<file path="config.mk">
export PLATFORM = sky130hd
export DESIGN_NAME = uart_rx
export DESIGN_NICKNAME = d
export VERILOG_FILES = /design/src/rtl/uart_rx.sv
export SDC_FILE = /design/constraint.sdc
export NUM_CORES = 1
export LEC_CHECK = 0
export ABC_AREA = 1
export CORE_ASPECT_RATIO = 2
export CORE_MARGIN = 4
export CORE_UTILIZATION = 25
export DETAILED_ROUTE_END_ITERATION = 12
export GPL_TIMING_DRIVEN = 0
export PLACE_DENSITY = 0.45
export SLEW_MARGIN = 20
export SYNTH_ARGS = -nofsm -noshare
export SYNTH_HDL_FRONTEND = slang
export SYNTH_SLANG_ARGS = --single-unit
export TNS_END_PERCENT = 5
</file>
<file path="constraint.sdc">
create_clock -name clk -period 2.1 [get_ports clk]
set_input_delay 0.63 -clock clk [delete_from_list [all_inputs] [get_ports clk]]
set_output_delay 0.63 -clock clk [all_outputs]
set_load 0.01 [all_outputs]
</file>
<file path="src/rtl/uart_rx.sv">
// 8N1 serial receiver with a single-byte holding register and sticky overrun/framing flags.
// Byte appears ~9.5 bit times after the start edge plus 2-3 sync cycles; a full holding register drops new bytes.
module uart_rx #(
   parameter int CLKS_PER_BIT = 434
) (
   input  logic       clk,
   input  logic       reset,
   input  logic       rx,
   output logic [7:0] rx_data,
   output logic       rx_valid,
   input  logic       rx_rd_strobe,
   output logic       rx_overrun,
   output logic       rx_frame_err
);

   localparam logic [15:0] HALF_C = 16'(CLKS_PER_BIT / 2);
   localparam logic [15:0] LAST_C = 16'(CLKS_PER_BIT - 1);

   typedef enum logic [2:0] {
      S_IDLE  = 3'd0,
      S_START = 3'd1,
      S_DATA  = 3'd2,
      S_STOP  = 3'd3,
      S_BREAK = 3'd4
   } state_e;

   logic        rx_meta_q;
   logic        rx_s_q;
   state_e      state_q;
   logic [15:0] cnt_q;
   logic [2:0]  idx_q;
   logic [7:0]  shift_q;

   logic [7:0]  rx_data_q, rx_data_d;
   logic        rx_valid_q, rx_valid_d;
   logic        rx_overrun_q, rx_overrun_d;
   logic        rx_frame_err_q, rx_frame_err_d;

   logic        stop_done;
   logic        stop_good;
   logic        stop_bad;

   always_ff @(posedge clk) begin
      if (!reset) begin
         rx_meta_q <= 1'b1;
         rx_s_q    <= 1'b1;
      end else begin
         rx_meta_q <= rx;
         rx_s_q    <= rx_meta_q;
      end
   end

   assign stop_done = (state_q == S_STOP) && (cnt_q == LAST_C);
   assign stop_good = stop_done && rx_s_q;
   assign stop_bad  = stop_done && !rx_s_q;

   // Bit-timing counter restarts from zero on every state change.
   always_ff @(posedge clk) begin
      if (!reset) begin
         state_q <= S_IDLE;
         cnt_q   <= 16'd0;
         idx_q   <= 3'd0;
         shift_q <= 8'h00;
      end else begin
         case (state_q)
            S_IDLE: begin
               cnt_q <= 16'd0;
               idx_q <= 3'd0;
               if (!rx_s_q) begin
                  state_q <= S_START;
               end
            end
            S_START: begin
               if (cnt_q == HALF_C) begin
                  cnt_q   <= 16'd0;
                  idx_q   <= 3'd0;
                  state_q <= rx_s_q ? S_IDLE : S_DATA;
               end else begin
                  cnt_q <= cnt_q + 16'd1;
               end
            end
            S_DATA: begin
               if (cnt_q == LAST_C) begin
                  cnt_q          <= 16'd0;
                  shift_q[idx_q] <= rx_s_q;
                  idx_q          <= idx_q + 3'd1;
                  if (idx_q == 3'd7) begin
                     state_q <= S_STOP;
                  end
               end else begin
                  cnt_q <= cnt_q + 16'd1;
               end
            end
            S_STOP: begin
               if (stop_done) begin
                  cnt_q   <= 16'd0;
                  state_q <= rx_s_q ? S_IDLE : S_BREAK;
               end else begin
                  cnt_q <= cnt_q + 16'd1;
               end
            end
            S_BREAK: begin
               cnt_q <= 16'd0;
               if (rx_s_q) begin
                  state_q <= S_IDLE;
               end
            end
            default: begin
               state_q <= S_IDLE;
               cnt_q   <= 16'd0;
               idx_q   <= 3'd0;
            end
         endcase
      end
   end

   // A read in the delivery cycle frees the register for the new byte; new events beat the clear.
   always_comb begin
      rx_data_d      = rx_data_q;
      rx_valid_d     = rx_valid_q;
      rx_overrun_d   = rx_overrun_q;
      rx_frame_err_d = rx_frame_err_q;
      if (rx_rd_strobe) begin
         rx_valid_d     = 1'b0;
         rx_overrun_d   = 1'b0;
         rx_frame_err_d = 1'b0;
      end
      if (stop_good) begin
         if (!rx_valid_q || rx_rd_strobe) begin
            rx_data_d  = shift_q;
            rx_valid_d = 1'b1;
         end else begin
            rx_overrun_d = 1'b1;
         end
      end
      if (stop_bad) begin
         rx_frame_err_d = 1'b1;
      end
   end

   always_ff @(posedge clk) begin
      if (!reset) begin
         rx_data_q      <= 8'h00;
         rx_valid_q     <= 1'b0;
         rx_overrun_q   <= 1'b0;
         rx_frame_err_q <= 1'b0;
      end else begin
         rx_data_q      <= rx_data_d;
         rx_valid_q     <= rx_valid_d;
         rx_overrun_q   <= rx_overrun_d;
         rx_frame_err_q <= rx_frame_err_d;
      end
   end

   assign rx_data      = rx_data_q;
   assign rx_valid     = rx_valid_q;
   assign rx_overrun   = rx_overrun_q;
   assign rx_frame_err = rx_frame_err_q;

endmodule

</file>
==> results.py <==
metrics = {
    "run_status": {
        "status": "finished clean",
    },
    "placed_design": {
        "io_buffers": 14,
        "gp_congestion": 0.762,
        "place_ws_ps": -294,
        "dp_cells": 418,
        "place_hpwl_um": 3950,
    },
    "sta": {
        "period_minus_slack_ps": 1870,
        "finClkSkew_ps": 6.18,
        "layout_setup_ws_ps": 226,
        "slew_headroom_pct": 75.6,
        "final_hold_viol_count": 0,
        "finalSetupViolations": 0,
        "rsz0062_at_grt": "no",
        "worst_pin_slew_ps": 364,
        "finalCritPeriodShare_pct": 89.2,
        "slew_viol_final": 0,
        "fmax_mhz": 534,
    },
    "cts": {
        "cts_made_buffers": 5,
        "cts_buffer_depth": 2,
        "cts-root-buf": "clkbuf_16",
        "cts_hold_buf": 0,
        "clk_latency_ps": 290,
        "cts_max_level": 2,
        "clkTransAtPathRegs_ps": 60,
        "cts_sinks": 43,
        "cts_tree": "yes",
    },
    "cells_and_area": {
        "utilization_pct": 30.8,
        "layout.area.seq_sq_um": 861,
        "n_fill_cell": 900,
        "syn2layout_area_growth_pct": 20.1,
        "final_cell_mix": "nor2_1, nand2_1, dfxtp_1",
        "final_nets": 335,
        "multi_input_area_sq_um": 1090,
        "diodes": 0,
        "fin_cells": 426,
        "drive_gt1_share_pct": 9.76,
    },
    "worst_setup_path": {
        "arrival_ps": 2100,
        "critPathCapture": "cnt_q[12]",
        "crit_chain": "clkdlybuf4s50_1 > clkinvlp_4 > nor3_2 > nand2_2 > buf_6 > nor2_1",
        "cp_data_required_time_ps": 2320,
        "cp_max_fo": 10,
        "r2r-end": "rx_data[2]",
        "r2r_slack_ps": 340,
        "cp_slowest_stage_delay_ps": 530,
        "cp_slowest_cell": "clkdlybuf4s50_1",
        "ff2ff_path_depth": 9,
        "critPathCaptureType": "flip-flop",
        "critPathKind": "in2reg",
        "critPathLaunchType": "input port",
        "startpoint": "reset",
        "r2r-start": "cnt_q[0]",
    },
    "synth": {
        "synthCells": 306,
        "yosysSeqAreaShare_pct": 40.4,
        "synth_top_family_by_area": "simple AND/OR/NAND/NOR gates",
        "netlist_area_sq_um": 2130,
        "synthArstFlopShare_pct": 0,
        "yosys_warnings": 0,
        "synth-compound-area-share_pct": 5.58,
        "ys_types": 27,
        "synth_xor_area_share_pct": 3.70,
        "synth_seq_cells": 43,
        "synthMuxAreaShare_pct": 0,
        "yosys.area_share.simple_pct": 39.2,
        "syn_nets": 314,
        "synth_flop_cell": "dfxtp_1",
        "synth_fa_ha_area_share_pct": 2.35,
        "syn_area_per_cell_sq_um": 6.96,
        "synth_edf_count": 0,
    },
    "detailed_routing": {
        "wire_per_inst_um": 11.6,
        "drt-total-wl_um": 4940,
        "drc_errors": 0,
        "antenna_left": 0,
        "via_per_inst": 4.38,
        "drt-initial-drc-count": 45,
        "via_count": 1864,
        "drtPass1Iterations": 4,
    },
    "hold_path": {
        "min_path_type": "reg2reg",
    },
    "power_and_ir_drop": {
        "p_leak_nw": 1.00,
        "vdd_drop_max_v": 0.000353,
        "finalPower_w": 0.00200,
        "powerDensity_nw_per_um2": 783,
    },
    "run": {
        "max_cap_violations": 0,
    },
    "floorplanning": {
        "die_area_sq_um": 10100,
        "core_sq_um": 8290,
        "die_h_um": 139,
        "start_util_pct": 25.7,
        "io_pins": 15,
        "die_w_um": 73.3,
        "num_rows": 47,
    },
    "global_routing": {
        "grt_pass1_vias": 1858,
        "grt_max_degree": 13,
        "antenna_found_initial": 0,
        "grt_pass1_wl_um": 8390,
        "grt_use_total_pct": 10.8,
        "grt-ovfl-total": 0,
    },
}
## through the flow
step / TNS [ps] / hold WS (ps) / cell area (sq um)
6_report: 0 / 412 / 2560
2_1_floorplan: 0 / 393 / 2130
3_5_place_dp: -3880 / 400 / 2390
5_1_grt: 0 / 426 / 2560
4_1_cts: 0 / 415 / 2550
3_3_place_gp: -3210 / 398 / 2390
## Yosys cell counts (3+ instances only)
master / count / share of area, %
nand2_1: 67 / 12
nor2_1: 67 / 12
dfxtp_1: 43 / 40
inv_1: 34 / 6.0
nand3_1: 22 / 5.2
a21oi_1: 11 / 2.6
nor3_1: 7 / 1.6
o21ai_0: 7 / 1.6
nand2_2: 6 / 1.8
xor2_1: 6 / 2.5
ha_1: 4 / 2.4
nand4_1: 4 / 1.2
nor2_2: 3 / 0.88
nor2_4: 3 / 1.6
nor3b_1: 3 / 1.1
xnor2_1: 3 / 1.2
## cell type report
cell class,count,area share [%]
Inverter,37,5.58
Sequential cell,43,33.7
Buffer,5,1.81
Multi-Input combinational cell,221,42.6
Timing Repair Buffer,14,5.48
Tap cell,98,4.79
Clock buffer,8,6.12
## timing repair
item                       CTS  global route
setup endpoints to repair    2             1
setup buffers                0             0
hold endpoints to repair     0             0
resized for setup            1             1
pin swaps                    0             0
## worst max-delay path, delay by kind of cell
kind / cells / cell delay, ps
and+or+nand+nor: 3 / 520
buffers and inverters: 3 / 940
## report_power, final
part           switching, W  leakage (nW)  internal (W)
Combinational      0.000217         0.579     0.0000980
Clock              0.000311        0.0772      0.000506
Sequential        0.0000321         0.347      0.000838
Total              0.000560          1.00       0.00144
## worst min-delay path by stage
stage | from | end | cells after the start
finish | rx_meta_q | rx_s_q | 1
global placement | rx_meta_q | rx_s_q | 1
floorplan | rx_meta_q | rx_s_q | 1
CTS | rx_meta_q | rx_s_q | 1
detailed placement | rx_meta_q | rx_s_q | 1
global route | rx_meta_q | rx_s_q | 1
## flip-flops by register name, summed over array words and instances (netlist names)
register	count
cnt_q	16
idx_q	3
rx_data	8
rx_frame_err	1
rx_meta_q	1
rx_overrun	1
rx_s_q	1
rx_valid	1
shift_q	8
state_q	3
## metal layers
metal / track usage, % / up-vias / wire length (um)
met3: 2.25 / 9 / 120
met2: 21.2 / 24 / 3010
met5: 0 / - / 0
li1: - / 1000 / -
met1: 9.23 / 831 / 1650
met4: 6.13 / 0 / 162
## kinds of logic after synthesis
family	after synthesis
AO/OA/AOI/OAI	22
XOR/XNOR	9
adder cells (fa/ha/maj)	4
buffers and inverters	42
flip-flops	43
AND/OR/NAND/NOR	186
Note: power is estimated with default switching activity, not from simulation.
